## src/rtl/muldiv_unit.sv

```systemverilog
// muldiv_unit: MIPS-style HI/LO unit with a single-cycle 32x32 multiply and a 32-cycle restoring divider.
// Define MULDIV_MADD_EN to enable the accumulate ops (MADD/MADDU/MSUB/MSUBU); otherwise op[2] is ignored.
module muldiv_unit (
    input  logic        clk,
    input  logic        rst,
    input  logic        start,
    input  logic [2:0]  op,
    input  logic [31:0] src_a,
    input  logic [31:0] src_b,
    input  logic [31:0] hi_in,
    input  logic [31:0] lo_in,
    input  logic        flush,
    output logic        busy,
    output logic        finish,
    output logic [31:0] hi_out,
    output logic [31:0] lo_out
);
    typedef enum logic [1:0] {IDLE, MUL, DIV, DONE} state_t;
    state_t state_reg, state_next;

    logic [2:0]  op_reg;
    logic [31:0] a_reg, b_reg;
    logic [31:0] rem_reg, quo_reg, den_reg;
    logic [4:0]  count_reg;
    logic [31:0] hi_reg, lo_reg;
`ifdef MULDIV_MADD_EN
    logic [63:0] acc_reg;
`endif

    logic        accept, op_is_div, in_signed, op_signed;
    logic [31:0] mag_a, mag_b;

    assign op_is_div = (op[2:1] == 2'b01);
    assign in_signed = ~op[0];
    assign op_signed = ~op_reg[0];
    assign accept    = (state_reg == IDLE) && start && !flush;
    assign mag_a     = (in_signed && src_a[31]) ? -src_a : src_a;
    assign mag_b     = (in_signed && src_b[31]) ? -src_b : src_b;

    always_ff @(posedge clk) begin
        if (rst) state_reg <= IDLE;
        else     state_reg <= state_next;
    end

    always_comb begin
        state_next = state_reg;
        case (state_reg)
            IDLE:    if (start) state_next = op_is_div ? DIV : MUL;
            MUL:     state_next = DONE;
            DIV:     if (count_reg == 5'd31) state_next = DONE;
            DONE:    state_next = IDLE;
            default: state_next = IDLE;
        endcase
        // Flush outranks everything, including a start in IDLE.
        if (flush) state_next = IDLE;
    end

    assign busy   = (state_reg == MUL) || (state_reg == DIV) || accept;
    assign finish = (state_reg == DONE);
    assign hi_out = hi_reg;
    assign lo_out = lo_reg;

    // One restoring step: shift the next dividend bit into the partial remainder and trial-subtract.
    logic [32:0] shifted, diff;
    logic        q_bit;
    logic [31:0] rem_step, quo_step;
    assign shifted  = {rem_reg, quo_reg[31]};
    assign diff     = shifted - {1'b0, den_reg};
    assign q_bit    = ~diff[32];
    assign rem_step = q_bit ? diff[31:0] : shifted[31:0];
    assign quo_step = {quo_reg[30:0], q_bit};

    logic [63:0] div_result;
    always_comb begin
        div_result = {rem_step, quo_step};
        if (b_reg == 32'd0) begin
            div_result = {a_reg, 32'hFFFF_FFFF};
        end else begin
            if (op_signed && a_reg[31])             div_result[63:32] = -rem_step;
            if (op_signed && (a_reg[31] ^ b_reg[31])) div_result[31:0] = -quo_step;
        end
    end

    // Sign- or zero-extend to 64 bits so one multiplier serves both signednesses.
    logic [63:0] mul_a, mul_b, product, mul_result;
    assign mul_a   = {{32{op_signed & a_reg[31]}}, a_reg};
    assign mul_b   = {{32{op_signed & b_reg[31]}}, b_reg};
    assign product = mul_a * mul_b;

`ifdef MULDIV_MADD_EN
    always_comb begin
        mul_result = product;
        if (op_reg[2]) mul_result = op_reg[1] ? (acc_reg - product) : (acc_reg + product);
    end
`else
    logic unused_madd;
    assign mul_result  = product;
    assign unused_madd = ^{hi_in, lo_in, op_reg[2:1]};
`endif

    always_ff @(posedge clk) begin
        if (rst) begin
            op_reg    <= '0;
            a_reg     <= '0;
            b_reg     <= '0;
            rem_reg   <= '0;
            quo_reg   <= '0;
            den_reg   <= '0;
            count_reg <= '0;
            hi_reg    <= '0;
            lo_reg    <= '0;
`ifdef MULDIV_MADD_EN
            acc_reg   <= '0;
`endif
        end else begin
            if (accept) begin
                op_reg    <= op;
                a_reg     <= src_a;
                b_reg     <= src_b;
                rem_reg   <= '0;
                quo_reg   <= mag_a;
                den_reg   <= mag_b;
                count_reg <= '0;
`ifdef MULDIV_MADD_EN
                acc_reg   <= {hi_in, lo_in};
`endif
            end else if (state_reg == DIV) begin
                rem_reg   <= rem_step;
                quo_reg   <= quo_step;
                count_reg <= count_reg + 5'd1;
            end
            // Results land only on the edge into DONE; an aborted op leaves the old values.
            if (!flush) begin
                if (state_reg == MUL) begin
                    {hi_reg, lo_reg} <= mul_result;
                end else if ((state_reg == DIV) && (count_reg == 5'd31)) begin
                    {hi_reg, lo_reg} <= div_result;
                end
            end
        end
    end
endmodule

```

## config.mk

```make
export PLATFORM = sky130hd
export DESIGN_NAME = muldiv_unit
export DESIGN_NICKNAME = d
export VERILOG_FILES = /design/src/rtl/muldiv_unit.sv
export SDC_FILE = /design/constraint.sdc
export NUM_CORES = 2
export LEC_CHECK = 0
export CORE_MARGIN = 3
export CORE_UTILIZATION = 55
export CTS_CLUSTER_DIAMETER = 120
export DETAILED_ROUTE_END_ITERATION = 6
export GPL_ROUTABILITY_DRIVEN = 0
export GPL_TIMING_DRIVEN = 0
export PLACE_DENSITY = 0.83
export SKIP_LAST_GASP = 1
export SYNTH_ARGS = -nofsm -noshare
export SYNTH_HDL_FRONTEND = slang
export SYNTH_SLANG_ARGS = --single-unit
export TNS_END_PERCENT = 1
```

## constraint.sdc

```tcl
create_clock -name clk -period 8 [get_ports clk]
set_input_delay 2.4 -clock clk [delete_from_list [all_inputs] [get_ports clk]]
set_output_delay 2.4 -clock clk [all_outputs]
set_load 0.02 [all_outputs]
```

### After elaboration in Yosys (flattened, before gate mapping)

Cells that the tools add are included.

| storage, ports and cells | value |
|---|---|
| flip-flop bits (word level) | 232 |
| bits in latches | 0 |
| word-level logic and storage cells | 65 |
| bits in writable memories | 0 |
| memory bits (read-only) | 0 |
| input port bits | 135 |
| memories kept | 0 |
| output and inout port bits | 66 |

| cells by class | value |
|---|---|
| equality and inequality tests | 7 |
| shifts and indexed selects | 0 |
| reductions and logical operators | 18 |
| divide/modulo/power cells | 0 |
| $mul | 1 |
| mux-type cells | 16 |
| bitwise gates (word level) | 7 |
| order comparisons | 0 |
| add/subtract/negate cells | 6 |

Operators with widths:

| kind | number |
|---|---|
| two-way mux 32 bit | 11 |
| negator 32 bit | 4 |
| multiplier 33 x 33 -> 64 bit | 1 |
| two-way mux 64 bit | 1 |
| subtractor 33 x 32 -> 33 bit | 1 |
| logical NOT 32 bit | 1 |
| one-hot mux 2 bit (4 select lines) | 1 |
| logical AND 1 bit | 7 |
| two-way mux 2 bit | 3 |
| adder 5 x 1 -> 5 bit (second input constant) | 1 |
| == test 5 bit (second input constant) | 1 |
| == test 2 x 1 -> 1 bit (second input constant) | 2 |
| == test 2 bit (second input constant) | 2 |
| != test 2 bit (second input constant) | 2 |
| NOT 1 bit | 4 |
| AND reduction 2 bit | 2 |
| nonzero test 2 bit | 2 |
| OR reduction 2 bit | 2 |
| bitwise AND 1 bit | 2 |
| logical NOT 2 bit | 1 |
| logical OR 1 bit | 2 |
| logical NOT 1 bit | 1 |
| bitwise XOR 1 bit | 1 |

### Logic depth before layout (Yosys ltp)

| logic depth | value |
|---|---|
| depth after elaboration | 7 |
| mapped depth | 34 |
| gate-level depth less buffers | 29 |

### Least setup slack after synthesis

Ideal clock, no wire load.

| path | value |
|---|---|
| path type | register -> register |
| start point | register a_reg[31] |
| end point | register hi_reg[31] (netlist: hi_out[31]) |
| clock period less this slack | 8.896 ns |
| cell stages (with the launch flop) | 34 |
| required time | 7.897 ns |
| path slack | -0.896 ns |
| arrival time | 8.793 ns |
| library setup time | 0.103 ns |
| path buffers | 4 |
| cell sequence | dfxtp_1 -> clkbuf_1 -> nor2b_1 -> clkbuf_1 -> clkbuf_1 -> clkbuf_1 -> nand2_1 -> inv_1 -> fa_1 -> inv_1 -> fa_1 -> inv_1 -> fa_1 -> fa_1 -> inv_1 -> fa_1 -> inv_1 -> fa_1 -> inv_1 -> fa_1 -> fa_1 -> inv_1 -> ha_1 -> a21o_1 -> a21o_1 -> a21o_1 -> a31o_2 -> a21oi_1 -> a31oi_1 -> a31o_2 -> a221oi_1 -> xnor2_1 -> nor2_1 -> a2111oi_2 |

| between the ends | value |
|---|---|
| cells in the longest elaborated chain, start to end | 5 |
| elaborated cells between the ends (all ways) | 7 |
| those cells by class | 1 x mul; 4 x mux; 1 x bitwise; 1 x reduce/logical |

Ends and longest elaborated chain:

| element | line | source |
|---|---|---|
| start, declared | 22 | `logic [31:0] a_reg, b_reg;` |
| start signal, assigned | 118 | `a_reg <= src_a;` |
| branches (longest 4 deep; another with multiplier 33 x 33 -> 64 bit) | - |  |
| two-way mux 32 bit (*) | 134 | `if (state_reg == MUL) begin` |
| end signal, assigned | 135 | `{hi_reg, lo_reg} <= mul_result;` |
| end signal, assigned | 137 | `{hi_reg, lo_reg} <= div_result;` |
| end, declared | 25 | `logic [31:0] hi_reg, lo_reg;` |

Every way passes the cells marked *. The select of a mux whose other input is x is not followed.
A chain may end at the register's enable or synchronous reset.

### Final worst setup path

| path | value |
|---|---|
| start point | register a_reg[31] |
| end point | register hi_reg[26] (netlist: hi_out[26]) |

The elaborated chain is that of the path after synthesis.

==> metrics.txt <==
Worst Skew=26.1 ps; Die Width=315 microns; Max IR drop VDD=174 uV; Layout Nets=7,773; synth warn=0; CP max stage cell=fa_2; post-synthesis sequential area ratio=~8.8%; setup TNS=-7760 ps; critical path peak fanout=8; Worst EP arrival=~9000 ps; Starting DRT DRC Count=between 6,000 and 7,000; met3 GRT Util=17.4%; full die area=~0.1 sq mm; clock insertion delay at the later pin of the skew report=560 ps; HP Class=flip-flop to flip-flop; Cell variety after synth=107; Worst-path clk slew=70 ps; Period Utilization, post-route=107%; WP data required=8400 ps; endpoints failing setup=24; P&R area growth vs syn=10.0%; status=finished, violations left; Fillers=7,518; layout cells sized above 1=8.18%; # DRC=5; row count=between 100 and 150; Reg2Reg Capture Point=hi_out[26]; Ports=201; drt pass-1 iters=7; clock buffer count from CTS=22; relative slew slack=11.5%; CP Capture Type=flip-flop; post-layout util=61.5%; PD cells=95.6 mW/mm^2; Core Box Area=0.0942 sq mm; CP peak stage delay=~700 ps; total routed wirelength=191,000 microns; crit-path most repeated cell=fa_1; vias in the first global route=47,800; clk root buf=clkbuf_16; Post-synth EDFFs=0; failing checks=antenna violations, design-rule violations, negative setup slack; Async SR Flop Fraction=0%; multi-input logic area=0.0425 sq mm; Setup crit start kind=flip-flop; global-route wire length before repair=284,000 microns; global route hottest layer=met2; GRT Util Overall=approximately two fifths; FF-to-FF setup slack=-570 ps; clk buf depth=3; antenna violations before repair=15; post-synthesis register bit count=~230; Main synth FF type=dfxtp_1; met2 Use GR=a little over half; unrepaired setup endpoints after global routing=yes; total leakage power=27.0 nW; Synth Area per Inst=8.65 sq um; H-tree Lvls=1; Max Cap Viol=0; routed len/inst=approximately 25 microns; critical path class=flip-flop to flip-flop; Initial Util=55.9%; post-DR vias/cell=6.29; Die Y=315 microns; GRT overflow=0; Final Hold Viols=0; Synth Cell Area=roughly 0.053 sq mm; clock tree sinks=231; hold_sp=lo_out[31]; largest net degree at the start of global routing=25; Mapped Cells=~6,100; met1 Use GR=45.5%; Final min period=8570 ps; Syn Nets=7,607; setup ws final=-569 ps; Slew @ Worst Pin=1320 ps; reg2reg path depth=29; Hold Crit Endpoint=lo_out[31]; Max Freq=117 MHz; final-report max-slew violation count=0; remaining antenna violation count=1; design area=approximately 0.058 sq mm; CTS tree=done; WHS Path Cells=2; PortBufs=approximately 140; DP HPWL=154,000 microns; register cell area after layout=0.00481 sq mm; worst r2r src=a_reg[31]; placed cell area=approximately 0.056 sq mm; DR vias=47,600
## Yosys cell counts, drive strengths merged, types with 21 or more instances
cell type	instances	area share (%)
inv	1203	8.6
fa	1126	43
nand2	955	6.8
and2	375	4.5
clkbuf	356	2.5
ha	256	6.1
a21oi	254	2.4
nor2	248	1.8
dfxtp	231	8.8
o21ai	120	1.2
xnor2	117	1.9
a211oi	96	1.4
xor2	85	1.4
mux2i	67	1.3
nor3	59	0.60
a21o	50	0.71
nor4	31	0.38
nand3	29	0.28
buf	26	0.24
o31ai	26	0.39
and3	24	0.29
nand2b	24	0.29
nand4	24	0.32
a31oi	21	0.25
nor2b	21	0.25
## critical path: cells and delay by family, from the launching register on
| family | cells | cell delay (ps) |
|---|---|---|
| and+or+nand+nor | 7 | 1370 |
| AOI/OAI and AO/OA | 5 | 1230 |
| adders and majority gates | 9 | 4580 |
| DFF | 1 | 390 |
| buffers and inverters | 8 | 810 |
## where the power goes
group	total (mW)	internal (mW)	switching, mW
Sequential	1.37	1.21	0.157
Combinational	3.02	1.07	1.95
Clock	1.15	0.633	0.520
Total	5.54	2.91	2.63
## worst max-delay path by stage
stage,start,endpoint,slack [ps],cells after the start
floorplan,a_reg[31],hi_out[29],-180,32
global placement,b_reg[22],hi_out[28],-2070,27
detailed placement,a_reg[12],hi_out[28],-2130,27
CTS,a_reg[31],hi_out[30],-550,31
global route,a_reg[31],hi_out[26],-650,29
finish,a_reg[31],hi_out[26],-570,29
## per-layer routing
metal | routed length (microns) | vias to the layer above
met2 | 77700 | 4244
met4 | 20000 | 12
li1 | - | 19000
met5 | 132 | -
met3 | 32700 | 1256
met1 | 61000 | 23100
## cell usage in the layout (no fill, tap or decap), types with 106 or more instances in the layout
master / synthesis / final
fa_1: 1126 / 1113
clkbuf_1: 355 / 120
and2_1: 375 / 371
nand2_1: 955 / 952
inv_1: 1202 / 1185
dfxtp_1: 231 / 173
a21oi_1: 252 / 245
clkdlybuf4s50_1: 0 / 136
nor2_1: 246 / 245
o21ai_0: 110 / 106
xnor2_1: 117 / 113
ha_1: 256 / 240
## cell type report
cell class                      count  area share [%]
Multi-Input combinational cell   4273            73.4
Sequential cell                   231            8.30
Inverter                         1204            7.84
Timing Repair Buffer              204            3.26
Buffer                            319            3.05
Tap cell                         1254            2.71
Clock buffer                       30            1.11
Clock inverter                      9           0.214
Antenna cell                       36           0.155
Timing Repair inverter              1         0.00864
## kinds of logic (layout without fill, tap and decap cells)
logic type               Yosys count  count (layout)  share of synthesized area (%)
AND/OR/NAND/NOR                 1855            1855                           16.4
multiplexers                      70              70                           1.35
other                              0              36                              0
buffers and inverters           1586            1767                           11.4
adder cells (fa/ha/maj)         1382            1382                           48.9
AO/OA/AOI/OAI                    764             764                           9.90
flip-flops                       231             231                           8.78
XOR/XNOR                         202             202                           3.36
## stage by stage
stage                     hold WS [ps]  cells  power, mW  worst slack [ps]
after floorplan                    432   6090       3.12              -183
after global placement             440   7480       4.00             -2070
after detailed placement           443   7480       4.07             -2130
after CTS                          452   7493       5.25              -551
after global routing               465   7525       5.71              -649
final                              447   7561       5.54              -569
## repair_timing
action,in CTS,in global routing
endpoints found under the setup margin,44,35
pin swaps,30,41
hold buffers,0,0
resized for setup,294,313
setup buffers,31,37
cloned,0,1
Power figures use the tool's default switching activity.
